[src/rtl/conversor_bcd_parametrizado_pkg.sv]
// Shared types and constants for the sequential double-dabble binary-to-BCD converter.
// Optional signed-input mode is selected by CONVERSOR_BCD_SINAL_EN (see conversor_bcd_parametrizado.sv).
package pacote_conversor_bcd;

  typedef enum logic [1:0] {
    OCIOSO    = 2'd0,
    CONVERTE  = 2'd1,
    CONCLUIDO = 2'd2
  } estado_t;

  typedef logic [3:0] digito_bcd_t;

  localparam digito_bcd_t AJUSTE = 4'd3;
  localparam digito_bcd_t LIMIAR = 4'd4;

  // One digit of the saturated result; the top replicates it across all digits.
  function automatic digito_bcd_t padrao_saturacao();
    return digito_bcd_t'(4'd9);
  endfunction

endpackage

[src/rtl/conversor_bcd_parametrizado_if.sv]
// Operand/result bus of the BCD converter. Both sides use valid/ready: a beat transfers on the
// rising edge where valid & ready are both high; valid never drops and data never changes until then.
interface conversor_bcd_parametrizado_if #(
  parameter int LARGURA_ENTRADA  = 16,
  parameter int DIGITOS_DECIMAIS = 5
);
  logic [LARGURA_ENTRADA-1:0]    entrada_binaria;
  logic                          entrada_valida;
  logic                          entrada_pronta;
  logic [4*DIGITOS_DECIMAIS-1:0] saida_bcd;
  logic                          saida_negativa;
  logic                          saida_estouro;
  logic [DIGITOS_DECIMAIS-1:0]   digito_ativo;
  logic                          saida_valida;
  logic                          saida_pronta;

  modport slave (
    input  entrada_binaria, entrada_valida, saida_pronta,
    output entrada_pronta, saida_bcd, saida_negativa, saida_estouro, digito_ativo, saida_valida
  );

  modport master (
    output entrada_binaria, entrada_valida, saida_pronta,
    input  entrada_pronta, saida_bcd, saida_negativa, saida_estouro, digito_ativo, saida_valida
  );
endinterface

[src/rtl/conversor_bcd_parametrizado_celula_soma3.sv]
// Double-dabble correction cell: a BCD digit above 4 gets +3 before the next left shift.
module celula_soma3
  import pacote_conversor_bcd::*;
(
  input  digito_bcd_t i_digito,
  output digito_bcd_t o_digito
);
  assign o_digito = (i_digito > LIMIAR) ? digito_bcd_t'(i_digito + AJUSTE) : i_digito;
endmodule

[src/rtl/conversor_bcd_parametrizado.sv]
// Sequential binary-to-BCD converter, one operand bit per clock, saturating at 10^D.
// Define CONVERSOR_BCD_SINAL_EN to treat the operand as two's complement.
module conversor_bcd_parametrizado
  import pacote_conversor_bcd::*;
#(
  parameter int LARGURA_ENTRADA  = 16,
  parameter int DIGITOS_DECIMAIS = 5
) (
  input  logic    clk,
  input  logic    reset_n,
  conversor_bcd_parametrizado_if.slave bus,
  output estado_t o_estado
);
  localparam int W  = LARGURA_ENTRADA;
  localparam int D  = DIGITOS_DECIMAIS;
  localparam int CW = $clog2(W + 1);
  localparam logic [CW-1:0] ULTIMO = CW'(W - 1);

  estado_t        r_estado, w_prox;
  logic [W-1:0]   r_bin;
  logic [4*D-1:0] r_bcd;
  logic [CW-1:0]  r_cont;
  logic           r_estouro;
  logic [W-1:0]   w_magnitude;
  logic [4*D-1:0] w_ajustado;
  logic [4*D-1:0] w_saturado;
  logic [4*D-1:0] w_saida;
  logic [D-1:0]   w_ativo;
  logic           w_acc;
  logic           w_aceita;

  genvar g;
  generate
    for (g = 0; g < D; g++) begin : g_digito
      celula_soma3 u_celula (
        .i_digito (r_bcd[4*g +: 4]),
        .o_digito (w_ajustado[4*g +: 4])
      );
      assign w_saturado[4*g +: 4] = padrao_saturacao();
    end
  endgenerate

  assign w_aceita = (r_estado == OCIOSO) && bus.entrada_valida;

`ifdef CONVERSOR_BCD_SINAL_EN
  logic r_negativa;
  // Unsigned W-bit negate keeps -2^(W-1) exact as its own magnitude.
  assign w_magnitude = bus.entrada_binaria[W-1] ? (~bus.entrada_binaria + W'(1))
                                                 : bus.entrada_binaria;
  always_ff @(posedge clk or negedge reset_n) begin
    if (!reset_n)      r_negativa <= 1'b0;
    else if (w_aceita) r_negativa <= bus.entrada_binaria[W-1];
  end
  assign bus.saida_negativa = r_negativa;
`else
  assign w_magnitude        = bus.entrada_binaria;
  assign bus.saida_negativa = 1'b0;
`endif

  always_ff @(posedge clk or negedge reset_n) begin
    if (!reset_n) r_estado <= OCIOSO;
    else          r_estado <= w_prox;
  end

  always_comb begin
    w_prox = r_estado;
    case (r_estado)
      OCIOSO:    if (bus.entrada_valida)   w_prox = CONVERTE;
      CONVERTE:  if (r_cont == ULTIMO)     w_prox = CONCLUIDO;
      CONCLUIDO: if (bus.saida_pronta)     w_prox = OCIOSO;
      default:                             w_prox = OCIOSO;
    endcase
  end

  always_ff @(posedge clk or negedge reset_n) begin
    if (!reset_n) begin
      r_bin     <= '0;
      r_bcd     <= '0;
      r_cont    <= '0;
      r_estouro <= 1'b0;
    end else if (w_aceita) begin
      r_bin     <= w_magnitude;
      r_bcd     <= '0;
      r_cont    <= '0;
      r_estouro <= 1'b0;
    end else if (r_estado == CONVERTE) begin
      // No guard digit: a 1 leaving the top digit means the value needs more than D digits.
      r_bin     <= {r_bin[W-2:0], 1'b0};
      r_bcd     <= {w_ajustado[4*D-2:0], r_bin[W-1]};
      r_cont    <= r_cont + CW'(1);
      r_estouro <= r_estouro | w_ajustado[4*D-1];
    end
  end

  assign w_saida = r_estouro ? w_saturado : r_bcd;

  always_comb begin
    w_ativo = '0;
    w_acc   = 1'b0;
    for (int i = D - 1; i >= 0; i--) begin
      w_acc      = w_acc | (w_saida[4*i +: 4] != 4'd0);
      w_ativo[i] = w_acc;
    end
    w_ativo[0] = 1'b1;
  end

  assign bus.entrada_pronta = (r_estado == OCIOSO);
  assign bus.saida_valida   = (r_estado == CONCLUIDO);
  assign bus.saida_bcd      = w_saida;
  assign bus.saida_estouro  = r_estouro;
  assign bus.digito_ativo   = w_ativo;
  assign o_estado           = r_estado;
endmodule

[src/flat_wrapper.sv]
// flat-port wrapper written by rule: the top's interface ports become plain ports
module conversor_bcd_parametrizado_flat import pacote_conversor_bcd::*;
#(
  parameter int LARGURA_ENTRADA  = 16,
  parameter int DIGITOS_DECIMAIS = 5
)
  (clk, reset_n, o_estado, bus_entrada_binaria, bus_entrada_valida, bus_saida_pronta, bus_entrada_pronta, bus_saida_bcd, bus_saida_negativa, bus_saida_estouro, bus_digito_ativo, bus_saida_valida);
  conversor_bcd_parametrizado_if #(.LARGURA_ENTRADA(LARGURA_ENTRADA), .DIGITOS_DECIMAIS(DIGITOS_DECIMAIS)) bus_i ();
  input  logic clk;
  input  logic reset_n;
  output estado_t o_estado;
  input wire logic [$bits(bus_i.entrada_binaria)-1:0] bus_entrada_binaria;
  input wire logic [$bits(bus_i.entrada_valida)-1:0] bus_entrada_valida;
  input wire logic [$bits(bus_i.saida_pronta)-1:0] bus_saida_pronta;
  output wire logic [$bits(bus_i.entrada_pronta)-1:0] bus_entrada_pronta;
  output wire logic [$bits(bus_i.saida_bcd)-1:0] bus_saida_bcd;
  output wire logic [$bits(bus_i.saida_negativa)-1:0] bus_saida_negativa;
  output wire logic [$bits(bus_i.saida_estouro)-1:0] bus_saida_estouro;
  output wire logic [$bits(bus_i.digito_ativo)-1:0] bus_digito_ativo;
  output wire logic [$bits(bus_i.saida_valida)-1:0] bus_saida_valida;
  assign bus_i.entrada_binaria = bus_entrada_binaria;
  assign bus_i.entrada_valida = bus_entrada_valida;
  assign bus_i.saida_pronta = bus_saida_pronta;
  assign bus_entrada_pronta = bus_i.entrada_pronta;
  assign bus_saida_bcd = bus_i.saida_bcd;
  assign bus_saida_negativa = bus_i.saida_negativa;
  assign bus_saida_estouro = bus_i.saida_estouro;
  assign bus_digito_ativo = bus_i.digito_ativo;
  assign bus_saida_valida = bus_i.saida_valida;
  conversor_bcd_parametrizado #(.LARGURA_ENTRADA(LARGURA_ENTRADA), .DIGITOS_DECIMAIS(DIGITOS_DECIMAIS)) u_core (.clk(clk), .reset_n(reset_n), .bus(bus_i), .o_estado(o_estado));
endmodule
[config.mk]
export PLATFORM = sky130hd
export DESIGN_NAME = conversor_bcd_parametrizado_flat
export DESIGN_NICKNAME = d
export VERILOG_FILES = /design/src/rtl/conversor_bcd_parametrizado_pkg.sv /design/src/rtl/conversor_bcd_parametrizado_if.sv /design/src/rtl/conversor_bcd_parametrizado_celula_soma3.sv /design/src/rtl/conversor_bcd_parametrizado.sv /design/src/flat_wrapper.sv
export SDC_FILE = /design/constraint.sdc
export NUM_CORES = 1
export LEC_CHECK = 0
export BUFFER_PORTS_ARGS = -buffer_cell sky130_fd_sc_hd__buf_2
export CAP_MARGIN = 20
export CORE_ASPECT_RATIO = 2
export CORE_MARGIN = 2
export CORE_UTILIZATION = 40
export DETAILED_ROUTE_END_ITERATION = 10
export PLACE_DENSITY = 0.67
export SKIP_LAST_GASP = 1
export SYNTH_ARGS = -nofsm -noshare
export SYNTH_HDL_FRONTEND = slang
export SYNTH_HIERARCHICAL = 1
export SYNTH_SLANG_ARGS = --single-unit
export TNS_END_PERCENT = 20
[constraint.sdc]
create_clock -name clk -period 1.6 [get_ports clk]
set_input_delay 0.08 -clock clk [delete_from_list [all_inputs] [get_ports clk]]
set_output_delay 0.08 -clock clk [all_outputs]
set_load 0.05 [all_outputs]
### Word level (Yosys, flattened, before mapping)

Cells that the tools add are included.

* register bits: 44
* latch bits: 0
* memory bits (writable): 0
* memory bits (read-only): 0
* input port bits: 20
* output and inout bits: 31
* word-level logic and storage cells: 52
* memories: 0

* add/sub/neg operators: 6
* multipliers: 0
* div/mod/pow operators: 0
* order comparisons: 5
* equality and inequality tests: 6
* shift-type cells: 0
* muxes and demuxes: 18
* bitwise logic cells: 4
* reduce and logical (&&, ||, !) cells: 8

Operator list (number)
* 20-bit two-way mux: 3
* 16-bit two-way mux: 2
* 4-bit by 2-bit adder with 4-bit output, second input constant: 5
* 4-bit by 3-bit > comparator with 1-bit output, second input constant: 5
* 4-bit two-way mux: 5
* 4-bit nonzero test: 4
* 5-bit two-way mux: 2
* 2-bit two-way mux: 3
* 2-bit case mux with 3 select lines: 1
* 5-bit by 1-bit adder with 5-bit output, second input constant: 1
* 5-bit by 4-bit == test with 1-bit output, second input constant: 1
* 2-bit inequality test, second input constant: 2
* 1-bit OR: 4
* 3-bit AND reduction: 1
* 2-bit by 1-bit == test with 1-bit output, second input constant: 1
* 2-bit == test, second input constant: 1
* 2-bit logical NOT: 1
* 1-bit two-way mux: 2
* 2-bit by 1-bit inequality test with 1-bit output, second input constant: 1
* 2-bit nonzero test: 1
* 1-bit logical AND: 1

### Logic depth before layout (Yosys ltp)

Gate-level depths: netlist (run 1).

* depth in word-level cells: 5
* gate-level depth with buffers: 7
* gate-level depth less buffers: 7

### Hierarchy

Netlist (run 1), hierarchy kept.

By module, submodules not included
* conversor_bcd_parametrizado: times used 1, cells an instance 232, area an instance 2098.3 µm², seq. area each 1101.1 µm²
* celula_soma3: times used 5, cells an instance 15, area an instance 103.8 µm², seq. area each 0.0 µm²

### Worst setup path before layout (run 1)

OpenSTA, ideal clock, no wires.

* kind: register to output
* from: reg u_core.r_estouro (netlist: u_core/bus.saida_estouro)
* to: out bus_digito_ativo[1]
* arrival: 1962 ps
* required time: 1520 ps
* path slack: -442 ps
* stages on the path, launching flop included: 4
* path buffers: 0
* cells stage by stage: dfrtp_1 > or4_4 > nor4_4 > nand4b_1

* cells in the longest elaborated chain, start to end: 5
* elaborated cells between the ends (all ways): 8
* classes of those cells: mux: 1; bitwise: 3; reduce/logical: 4

RTL lines
* start, declared: line conversor_bcd_parametrizado.sv:23 `logic r_estouro;`
* start signal, assigned: line conversor_bcd_parametrizado.sv:91 `r_estouro <= r_estouro | w_ajustado[4*D-1];`
* 20-bit two-way mux (*): line conversor_bcd_parametrizado.sv:95 `assign w_saida = r_estouro ? w_saturado : r_bcd;`
* 4-bit nonzero test: line conversor_bcd_parametrizado.sv:101 `w_acc = w_acc | (w_saida[4*i +: 4] != 4'd0);`
* 1-bit OR (2 in a row): line conversor_bcd_parametrizado.sv:101
* 1-bit OR (*): line conversor_bcd_parametrizado.sv:101
* end, declared: line flat_wrapper.sv:19 `output wire logic [$bits(bus_i.digito_ativo)-1:0] bus_digito_ativo;`

Mark *: on every way between the ends. The rest lies on a longest branch, timed or not.

### Worst setup path after layout (run 1)

* from: reg u_core.r_bcd[15]
* to: out bus_digito_ativo[1]

* cells in the longest elaborated chain, start to end: 5

RTL lines
* start, declared: line conversor_bcd_parametrizado.sv:21 `logic [4*D-1:0] r_bcd;`
* start signal, assigned: line conversor_bcd_parametrizado.sv:89 `r_bcd <= {w_ajustado[4*D-2:0], r_bin[W-1]};`
* 20-bit two-way mux: line conversor_bcd_parametrizado.sv:95
* 4-bit nonzero test: line conversor_bcd_parametrizado.sv:101
* 1-bit OR (3 in a row): line conversor_bcd_parametrizado.sv:101

Every way passes these cells.

==> out/qor.csv, run 1 <==
stage;metric;value;unit
run_status;run status;complete, but fails checks;
run_status;failing checks;setup timing;
grt;total gr overflow;0;
logic_synthesis;Post-synth EDFFs;0;
cells_and_area;end-of-flow core utilization;0.512;
route;Pre-Repair DR Iteration Count;4;
timing;Achievable Freq;523;MHz
logic_synthesis;Synth area leader;dfrtp_1;
logic_synthesis;Ys Warns;6;
grt;largest net degree at the start of global routing;45;
critical_path;CP required;1.52;ns
critical_path;worst-path maximum fanout;3;
grt;vias in the first global route;2314;
cells_and_area;fillers;643;
logic_synthesis;sequential fraction of the synthesis area;0.421;
logic_synthesis;Most used DFF post-synth;dfrtp_1;
logic_synthesis;synth cell count leaders;nand2_1 (77), dfrtp_1 (44), nand3_1 (22);
clocking;CTS Buf Count;5;
pwr;Sw Pwr;3570;µW
logic_synthesis;FFs w/ async S/R, synth;1.00;
placement;Area after DPL;0.00303;mm²
route;DR WL/cell;12.6;µm
clocking;clock buffer depth;2;
logic_synthesis;syn_nets;339;
cells_and_area;Multi-input gate area;0.00135;mm²
pwr;Power Density;2330;mW/mm²
pwr;clock share of power;0.155;
route;DR vias;2280;
logic_synthesis;main area contributors after synthesis;dfrtp_1 (42%), nand2_1 (11%), ha_1 (5.7%);
route;Antenna Violating Nets Remaining;0;
logic_synthesis;syn_area_per_cell;8.53;µm²
timing;final worst path period share;1.19;
pwr;Flop pwr share;0.276;
critical_path;Startpoint Class;flip-flop;
clocking;CTS Sinks;44;
route;DR iter-0 viols;69;
pwr;sw frac;0.475;
route;vias per cell;5.06;
pwr;Design Power;7530;µW
clocking;Skew-Pair Late Insertion Delay;0.28;ns
logic_synthesis;Post-Syn Area;0.00262;mm²
clocking;Root Driver;clkbuf_16;
floorplanning;Die Ht;118;µm
timing;RSZ-0062 raised after global routing;yes;
grt;initial antenna violation count;0;
critical_path;Setup crit end kind;output pin;
timing;Slew Viols, Final;0;
route;DRC viols;0;
logic_synthesis;post-synthesis instance total;307;
pwr;P_leak;0.00164;µW
grt;first-pass GRT wire length;9.85;mm
route;total wire length;5.70;mm
cells_and_area;area taken by flip-flops and latches;0.00110;mm²
worst_hold_path;worst hold path class;in -> reg;
logic_synthesis;synth unique cells;37;
floorplanning;site row count;41;
timing;setup slack after layout;-0.311;ns
floorplanning;Initial Util;0.415;
placement;DP HPWL;4.13;mm
clocking;CTS tree;done;
cells_and_area;nets;396;
timing;final hold violations;0;
clocking;H-tree Lvls;2;
clocking;postcts setup bufs;0;
logic_synthesis;Yosys reg bits;44;
critical_path;worst setup path category;reg -> out;
cells_and_area;post-route cell area;0.00323;mm²
placement;IO Port Bufs;48;
floorplanning;die area;0.00725;mm²
pwr;maximum vdd drop;1.12;mV
floorplanning;chip width;61.2;µm
timing;endpoints failing setup;4;
clocking;CTS clock-pin slew for the worst setup and hold paths;0.06;ns
logic_synthesis;Synth top area share;0.421;
cells_and_area;n_diodes;0;
timing;fin crit period;1.91;ns
placement;RePlAce Congestion;0.755;
grt;total track usage;0.172;
timing;Slew @ Worst Pin;0.672;ns
pwr;Pint;3950;µW
logic_synthesis;top-count cell post-synth;nand2_1;
timing;Max-slew headroom;0.552;
floorplanning;I/O Pins;51;
job;max-capacitance violation count;0;
floorplanning;core area;0.00631;mm²
cells_and_area;layout cell share with drive strength beyond 1;0.271;
critical_path;CP arrival;1.83;ns
pwr;combinational group share of total power;0.569;
cells_and_area;Syn-to-layout area delta;23.3;%
timing;Clock Skew;0.00384;ns
worst paths after layout:
kind,startpoint,end,slack (ns),cells past startpoint
max in group asynchronous,reset_n,u_core/bus.saida_estouro,1.06,3
min,bus_entrada_binaria[9],u_core/r_bin[9],0.008,3
min reg2reg,u_core/r_bin[15],u_core/r_bcd[0],0.47,2
max reg2reg,u_core/r_bcd[12],u_core/r_bcd[14],0.14,8
min in group asynchronous,reset_n,u_core/r_bin[10],0.29,3
max,u_core/r_bcd[15],bus_digito_ativo[1],-0.31,4
metrics by stage:
| stage | setup TNS (ns) | cells | hold WS [ns] | worst slack [ns] |
|---|---|---|---|---|
| after floorplan | -0.255 | 307 | -0.216 | -0.222 |
| after global placement | 0 | 441 | 0.0736 | 0.00404 |
| after detailed placement | -0.0277 | 441 | 0.0777 | -0.0277 |
| after CTS | -1.01 | 451 | 0.0000699 | -0.324 |
| after global routing | -1.23 | 451 | 0.0139 | -0.375 |
| final | -0.936 | 451 | 0.00779 | -0.311 |
placed cells by master, fill, tap and decap left out, types with 2 or more instances in the layout:
| master | count |
|---|---|
| o21ai_0 | 12 |
| xnor2_1 | 5 |
| or4_4 | 2 |
| o21ai_1 | 8 |
| or2_4 | 2 |
| inv_1 | 18 |
| a21o_1 | 5 |
| nand2_1 | 77 |
| a21oi_1 | 2 |
| a22oi_1 | 15 |
| conb_1 | 2 |
| buf_4 | 16 |
| dfrtp_1 | 41 |
| nor3_1 | 6 |
| a21oi_2 | 5 |
| dfrtp_2 | 3 |
| dlygate4sd3_1 | 2 |
| mux2i_1 | 6 |
| buf_12 | 2 |
| or2_2 | 8 |
| nand2b_1 | 6 |
| nor2_1 | 3 |
| buf_2 | 47 |
| clkbuf_16 | 5 |
| nor2b_1 | 16 |
| nand3_1 | 22 |
| ha_1 | 12 |
layer usage:
metal  routed length (µm)  global-route usage  vias to the layer above
met1                 2190               0.188                     1095
li1                     -                   -                     1126
met4                  101              0.0611                        0
met5                    0                   0                        -
met2                 3230               0.316                       50
met3                  173              0.0252                        9
worst max-delay path, stage by stage (launching register included):
cell,delay [ns]
dfrtp_1,0.37
or4_4,0.54
nor4_4,0.28
nand4b_1,0.16
buf_6,0.19
sequential cells by signal, summed over array words and instances (netlist names):
register and count:
u_core/bus.saida_estouro 1, u_core/r_bcd 20, u_core/r_bin 16, u_core/r_cont 5, u_core/o_estado 2
final cells by class:
| cell class | count | share of cell area |
|---|---|---|
| multi-input cells | 227 | 0.419 |
| flip-flops and latches | 44 | 0.342 |
| repair buffers | 68 | 0.132 |
| clock buffers | 5 | 0.0388 |
| well taps | 86 | 0.0333 |
| inverters | 18 | 0.0209 |
| clock inverters | 3 | 0.0132 |
cell families after synthesis:
| kind of cell | Yosys count | share of synthesized area |
|---|---|---|
| adder cells (fa/ha/maj) | 12 | 0.0574 |
| multiplexers | 6 | 0.0229 |
| XOR/XNOR | 5 | 0.0167 |
| AO/OA/AOI/OAI | 51 | 0.130 |
| flip-flops | 44 | 0.421 |
| AND/OR/NAND/NOR | 151 | 0.283 |
| buffers and inverters | 36 | 0.0664 |
| other | 2 | 0.00287 |
repair_timing:
action / CTS / global route
hold buffers: 2 / 0
endpoints found under the setup margin: 4 / 5
endpoints found under the hold margin: 45 / 0
resized for setup: 2 / 0
pin swaps: 3 / 3
cloned: 0 / 0
power by group through the flow:
stage,clock network (µW),registers [µW],logic (µW)
2_1_floorplan,0,2130,3170
4_1_cts,1200,2080,4320
3_3_place_gp,0,2070,4200
3_5_place_dp,0,2090,4300
6_report,1170,2080,4280
5_1_grt,1230,2160,4760
Power figures use the tool's default switching activity.
==> run 2: changes to the inputs <==
clock period = 1.8 ns   (was 1.6 ns; I/O delays follow)
==> run 2 against run 1 <==
The run still ends with setup timing left. Register-to-register slack better by 0.21 ns. Core utilization down 0.40 points. Clock power down 6%. Count of clock-buffer cells in the layout up 2. Via count down 2.3%. Routed wire length up 1.2%. Sequential power down 8%. Non-clock buffer count down 3. Final cell count down 0.67%. Combinational power down 14%. Clock skew up 0.0012 ns. Die area unchanged. Largest cell class unchanged. Largest power group unchanged.
==> out/qor.csv, run 2 (synthesis results as in run 1) <==
stage;metric;value;unit;change
cells_and_area;Top Registers;u_core/r_bcd: 20 flops, u_core/r_bin: 16 flops, u_core/r_cont: 5 flops;;unchanged
grt;met2 usage;0.313;;was 0.316
timing;Max-slew headroom;0.525;;was 0.552
clocking;clock buffer depth;2;;unchanged
pwr;Power Density;2090;mW/mm²;was 2330 mW/mm²
pwr;P_leak;0.00163;µW;was 0.00164 µW
timing;final worst path period share;1.06;;
floorplanning;Initial Util;0.415;;unchanged
cells_and_area;Syn-to-layout area delta;22.4;%;was 23.3%
cells_and_area;non-filler instance count after layout;448;;was 451
worst_hold_path;hold path cells;3;;unchanged
placement;Post-Place Cells;438;;was 441
cells_and_area;layout cell share with drive strength beyond 1;0.262;;was 0.271
floorplanning;I/O Pins;51;;unchanged
cells_and_area;nets;393;;was 396
critical_path;worst setup path category;reg -> out;;unchanged
critical_path;Top Family by Delay on Critical Path;simple AND/OR/NAND/NOR gates;;unchanged
cells_and_area;most frequent cells in the layout;nand2_1 (77), buf_2 (47), dfrtp_1 (42);;was nand2_1 (77), buf_2 (47), dfrtp_1 (41)
worst_hold_path;worst hold path class;in -> reg;;unchanged
grt;largest net degree at the start of global routing;41;;was 45
critical_path;WP buf/inv;1;;unchanged
timing;final hold violations;0;;unchanged
cells_and_area;largest register by flop count;u_core/r_bcd;;unchanged
critical_path;CP required;1.71;ns;was 1.52 ns
route;DR iter-0 viols;94;;was 69
floorplanning;Die Ht;118;µm;unchanged
critical_path;CP arrival;1.82;ns;was 1.83 ns
route;total wire length;5.77;mm;was 5.70 mm
critical_path;Crit-path slowest cell;or4_4;;unchanged
cells_and_area;commonest non-fill, non-tap cell in the layout;nand2_1;;unchanged
placement;DP Worst Slack;0.153;ns;was -0.0277 ns
timing;Clock Skew;0.00500;ns;was 0.00384 ns
floorplanning;die area;0.00725;mm²;unchanged
grt;total track usage;0.180;;was 0.172
route;DR WL/cell;12.9;µm;was 12.6 µm
clocking;CTS Buf Count;5;;unchanged
placement;DP HPWL;4.16;mm;was 4.13 mm
timing;fin crit period;1.91;ns;
grt;total gr overflow;0;;unchanged
critical_path;worst-path maximum fanout;3;;unchanged
clocking;H-tree Lvls;2;;unchanged
timing;Slew Viols, Final;0;;unchanged
pwr;maximum vdd drop;1.01;mV;was 1.12 mV
timing;endpoints failing setup;3;;was 4
floorplanning;core area;0.00631;mm²;unchanged
cells_and_area;Largest register FFs;20;;unchanged
run_status;failing checks;setup timing;;unchanged
route;Antenna Violating Nets Remaining;0;;unchanged
timing;setup slack after layout;-0.113;ns;was -0.311 ns
clocking;Root Driver;clkbuf_16;;unchanged
critical_path;Max stage delay on crit path;0.54;ns;about the same
grt;initial antenna violation count;0;;unchanged
route;DR vias;2227;;was 2,280
route;DRC viols;0;;unchanged
route;Pre-Repair DR Iteration Count;4;;unchanged
grt;GR Util met1;0.209;;was 0.188
grt;Most Crowded Layer GR;met2;;unchanged
timing;RSZ-0062 raised after global routing;yes;;unchanged
critical_path;Setup crit end kind;output pin;;unchanged
floorplanning;chip width;61.2;µm;unchanged
placement;RePlAce Congestion;0.818;;was 0.755
clocking;CTS tree;done;;unchanged
placement;IO Port Bufs;48;;unchanged
timing;Achievable Freq;523;MHz;
run_status;run status;complete, but fails checks;;unchanged
clocking;CTS clock-pin slew for the worst setup and hold paths;0.06;ns;about the same
clocking;CTS Sinks;44;;unchanged
critical_path;Startpoint Class;flip-flop;;unchanged
critical_path;critical path depth;4;;unchanged
clocking;Skew-Pair Late Insertion Delay;0.28;ns;about the same
grt;vias in the first global route;2278;;was 2,314
cells_and_area;n_diodes;0;;unchanged
timing;Slew @ Worst Pin;0.712;ns;was 0.672 ns
floorplanning;site row count;41;;unchanged
critical_path;worst path cell trace;or4_4 > nor4_4 > nand4b_1 > buf_4;;was or4_4 > nor4_4 > nand4b_1 > buf_6
grt;met3 Use GR;0.0306;;was 0.0252
job;max-capacitance violation count;0;;unchanged
pwr;Design Power;6680;µW;was 7530 µW
route;vias per cell;4.97;;was 5.06
critical_path;worst reg2reg path depth;8;;unchanged
grt;first-pass GRT wire length;10.2;mm;was 9.85 mm
run 2: changes by cell type in the layout (fill, tap and decap cells not counted), sizes merged:
cell,delta
clkinvlp,-1
clkbuf,+2
clkinv,-1
buf,-3
run 2: per-stage QoR:
| stage | utilization | hold slack (ns) | instance area (µm²) | TNS, ns |
|---|---|---|---|---|
| after floorplan | - | -0.206 | 2630 | -0.0317 |
| after global placement | 0.475 | 0.121 | 3000 | 0 |
| after detailed placement | 0.475 | 0.134 | 3000 | 0 |
| after CTS | 0.507 | 0.0110 | 3200 | -0.320 |
| after global routing | 0.508 | 0.0179 | 3200 | -0.491 |
| final | 0.508 | 0.0145 | 3200 | -0.214 |
run 2: cell type report:
type                            instances  area (µm²)
Clock inverter                          1        30.0
Multi-Input combinational cell        227        1350
Inverter                               18        67.6
Sequential cell                        44        1100
Tap cell                               86         108
Fill cell                             624        3110
Clock buffer                            7         153
Timing Repair Buffer                   65         388
run 2: routing by layer:
metal  vias to the layer above  wire length (µm)
li1                       1120                 -
met2                        43              3170
met4                         0               102
met5                         -                 0
met3                         8               223
met1                      1056              2280
run 2: worst paths after layout:
kind | slack (ns) | start | to
min reg2reg | 0.47 | u_core/r_bin[15] | u_core/r_bcd[0]
min | 0.01 | bus_entrada_binaria[5] | u_core/r_bin[5]
max | -0.11 | u_core/r_bcd[12] | bus_digito_ativo[1]
min in group asynchronous | 0.34 | reset_n | u_core/r_bin[1]
max in group asynchronous | 0.87 | reset_n | u_core/r_bcd[18]
max reg2reg | 0.35 | u_core/r_bcd[12] | u_core/r_bcd[14]
run 2: worst register-to-register path, cell delays in order (launching register included):
cell,delay (ns)
dfrtp_1,0.37
buf_4,0.15
inv_1,0.07
ha_1,0.18
inv_1,0.06
a21oi_2,0.20
mux2i_1,0.21
nand2_1,0.08
nand2_1,0.06
run 2: report_power, final:
| group | leakage (µW) | switching (µW) | total [µW] | internal [µW] |
|---|---|---|---|---|
| Clock | 0.0000901 | 368 | 1100 | 730 |
| Sequential | 0.000550 | 464 | 1910 | 1440 |
| Combinational | 0.000991 | 2310 | 3670 | 1360 |
run 2: what timing repair did:
item | CTS | global route
gates resized for setup | 1 | 1
pin swaps | 0 | 0
hold buffers | 2 | 0
buffers inserted | 0 | 0
endpoints found under the hold margin | 25 | 0
endpoints found under the setup margin | 4 | 4
==> run 3: changes to the inputs <==
REMOVE_ABC_BUFFERS = 1   (was not set)
==> run 3 against run 2 <==
Combinational power up 1%. Die area is the same. The run still ends with setup timing left. Via count grew 1.8%. Largest cell class unchanged. Maximum frequency up 0.78%.
==> out/qor.csv, run 3 (synthesis results as in run 1) <==
stage;metric;value;unit;change
run_status;run status;complete, but fails checks;;unchanged
run_status;failing checks;setup timing;;unchanged
pwr;Power Density;2060;mW/mm²;was 2090 mW/mm²
pwr;combinational group share of total power;0.561;;was 0.550
critical_path;Reg-to-Reg Start;u_core/r_bcd[17];;was u_core/r_bcd[12]
route;Pre-Repair DR Iteration Count;4;;unchanged
floorplanning;site row count;41;;unchanged
timing;Hold WS;0.0170;ns;was 0.0145 ns
cells_and_area;Largest register FFs;20;;unchanged
cells_and_area;post-route cell area;0.00322;mm²;was 0.00320 mm²
grt;total track usage;0.174;;was 0.180
timing;RSZ-0062 raised after global routing;yes;;unchanged
grt;initial antenna violation count;0;;unchanged
cells_and_area;n_diodes;0;;unchanged
worst_hold_path;worst hold path class;in -> reg;;unchanged
critical_path;FF-to-FF setup slack;0.38;ns;was 0.35 ns
placement;IO Port Bufs;48;;unchanged
critical_path;worst-path maximum fanout;6;;was 3
route;DR iter-0 viols;76;;was 94
grt;largest net degree at the start of global routing;45;;was 41
pwr;Pint;3480;µW;was 3530 µW
critical_path;CP arrival;1.81;ns;was 1.82 ns
placement;Area after DPL;0.00300;mm²;about the same
cells_and_area;layout cell share with drive strength beyond 1;0.268;;was 0.262
floorplanning;I/O Pins;51;;unchanged
critical_path;RR Endpoint;u_core/r_bcd[18];;was u_core/r_bcd[14]
timing;final hold violations;0;;unchanged
grt;vias in the first global route;2299;;was 2,278
clocking;Root Driver;clkbuf_16;;unchanged
pwr;Flop pwr share;0.284;;was 0.286
clocking;CTS tree;done;;unchanged
critical_path;Crit-path slowest cell;dfrtp_2;;was or4_4
timing;Slew @ Worst Pin;0.563;ns;was 0.712 ns
cells_and_area;nets;397;;was 393
critical_path;worst reg2reg path depth;7;;was 8
placement;RePlAce Congestion;0.847;;was 0.818
route;DR WL/cell;12.6;µm;was 12.9 µm
floorplanning;die area;0.00725;mm²;unchanged
cells_and_area;fillers;612;;was 624
cells_and_area;commonest non-fill, non-tap cell in the layout;nand2_1;;unchanged
pwr;sw frac;0.476;;was 0.471
clocking;CTS clock-pin slew for the worst setup and hold paths;0.06;ns;about the same
cells_and_area;most frequent cells in the layout;nand2_1 (77), buf_2 (47), dfrtp_1 (43);;was nand2_1 (77), buf_2 (47), dfrtp_1 (42)
floorplanning;Die Ht;118;µm;unchanged
cells_and_area;largest register by flop count;u_core/r_bcd;;unchanged
job;max-capacitance violation count;0;;unchanged
route;DRC viols;0;;unchanged
timing;final worst path period share;1.05;;was 1.06
timing;Clock Skew;0.00868;ns;was 0.00500 ns
cells_and_area;Syn-to-layout area delta;22.8;%;was 22.4%
critical_path;Setup crit end;bus_digito_ativo[1];;unchanged
route;total wire length;5.71;mm;was 5.77 mm
clocking;CTS Sinks;44;;unchanged
critical_path;worst setup path category;reg -> out;;unchanged
floorplanning;chip width;61.2;µm;unchanged
pwr;maximum vdd drop;0.948;mV;was 1.01 mV
clocking;Skew-Pair Late Insertion Delay;0.28;ns;about the same
timing;endpoints failing setup;3;;unchanged
grt;total gr overflow;0;;unchanged
timing;Achievable Freq;527;MHz;was 523 MHz
clocking;CTS Buf Count;5;;unchanged
grt;first-pass GRT wire length;9.84;mm;was 10.2 mm
cells_and_area;Top Registers;u_core/r_bcd: 20 flops, u_core/r_bin: 16 flops, u_core/r_cont: 5 flops;;unchanged
floorplanning;Initial Util;0.415;;unchanged
critical_path;worst path cell trace;buf_4 > or2_2 > nor4_1 > nand4b_1 > buf_6;;was or4_4 > nor4_4 > nand4b_1 > buf_4
timing;setup slack after layout;-0.0982;ns;was -0.113 ns
timing;Slew Viols, Final;0;;unchanged
critical_path;Startpoint Class;flip-flop;;unchanged
critical_path;Critical Path Start;u_core/bus.saida_estouro;;was u_core/r_bcd[12]
clocking;clock buffer depth;2;;unchanged
route;vias per cell;5.02;;was 4.97
pwr;clock share of power;0.154;;was 0.164
pwr;P_leak;0.00164;µW;was 0.00163 µW
pwr;Sw Pwr;3160;µW;was 3150 µW
clocking;H-tree Lvls;2;;unchanged
critical_path;Max stage delay on crit path;0.44;ns;was 0.54 ns
route;DR vias;2267;;was 2,227
critical_path;Setup crit end kind;output pin;;unchanged
critical_path;CP required;1.71;ns;about the same
timing;fin crit period;1.90;ns;was 1.91 ns
floorplanning;core area;0.00631;mm²;unchanged
placement;DP HPWL;4.17;mm;was 4.16 mm
timing;Max-slew headroom;0.625;;was 0.525
route;Antenna Violating Nets Remaining;0;;unchanged
## run 3: final cells by class
class	instances	area, µm²	share of cell area
clock inverters	3	42.5	0.0132
clock buffers	5	125	0.0389
repair buffers	69	422	0.131
multi-input cells	227	1350	0.419
well taps	86	108	0.0335
inverters	18	67.6	0.0210
flip-flops and latches	44	1100	0.343
## run 3: how the worst min path moves through the flow
stage / startpoint / endpoint / depth (start not counted)
2_1_floorplan: reset_n / u_core/bus.saida_estouro / 0
3_3_place_gp: reset_n / u_core/r_bin[12] / 2
3_5_place_dp: reset_n / u_core/r_bin[12] / 2
4_1_cts: bus_entrada_binaria[7] / u_core/r_bin[7] / 3
5_1_grt: bus_entrada_binaria[10] / u_core/r_bin[10] / 3
6_report: bus_entrada_binaria[7] / u_core/r_bin[7] / 3
## run 3: power groups by stage
stage	clock (µW)	combinational, µW	sequential (µW)
5_1_grt	1090	4130	1960
6_report	1020	3720	1890
3_5_place_dp	0	3710	1910
2_1_floorplan	0	2630	1930
4_1_cts	1060	3770	1890
3_3_place_gp	0	3610	1890
## run 3: stage by stage
step / util / setup WS (ns) / power [µW] / instances / TNS (ns)
6_report: 0.510 / -0.0982 / 6630 / 452 / -0.176
5_1_grt: 0.510 / -0.182 / 7190 / 452 / -0.413
4_1_cts: 0.510 / -0.127 / 6720 / 452 / -0.249
3_5_place_dp: 0.476 / 0.0639 / 5620 / 440 / 0
3_3_place_gp: 0.476 / 0.114 / 5510 / 440 / 0
2_1_floorplan: - / -0.881 / 4570 / 289 / -28.54
## run 3: what timing repair did
action,in CTS,in global routing
endpoints found under the hold margin,45,0
hold buffers,2,0
pin swaps,4,0
setup buffers,2,0
resized for setup,4,0
setup endpoints to repair,4,4
cloned,0,0
## run 3: routing by layer
layer	vias to the layer above	GRT usage	wire length (µm)
li1	1129	-	-
met3	9	0.0230	173
met1	1076	0.200	2280
met2	53	0.311	3140
met5	-	0	0
met4	0	0.0598	117
## run 3: worst max-delay path: cells and delay by family (launching register included)
kind | cells | cell delay, ns
buffers and inverters | 2 | 0.33
AND/OR/NAND/NOR | 3 | 0.76
flip-flops | 1 | 0.44
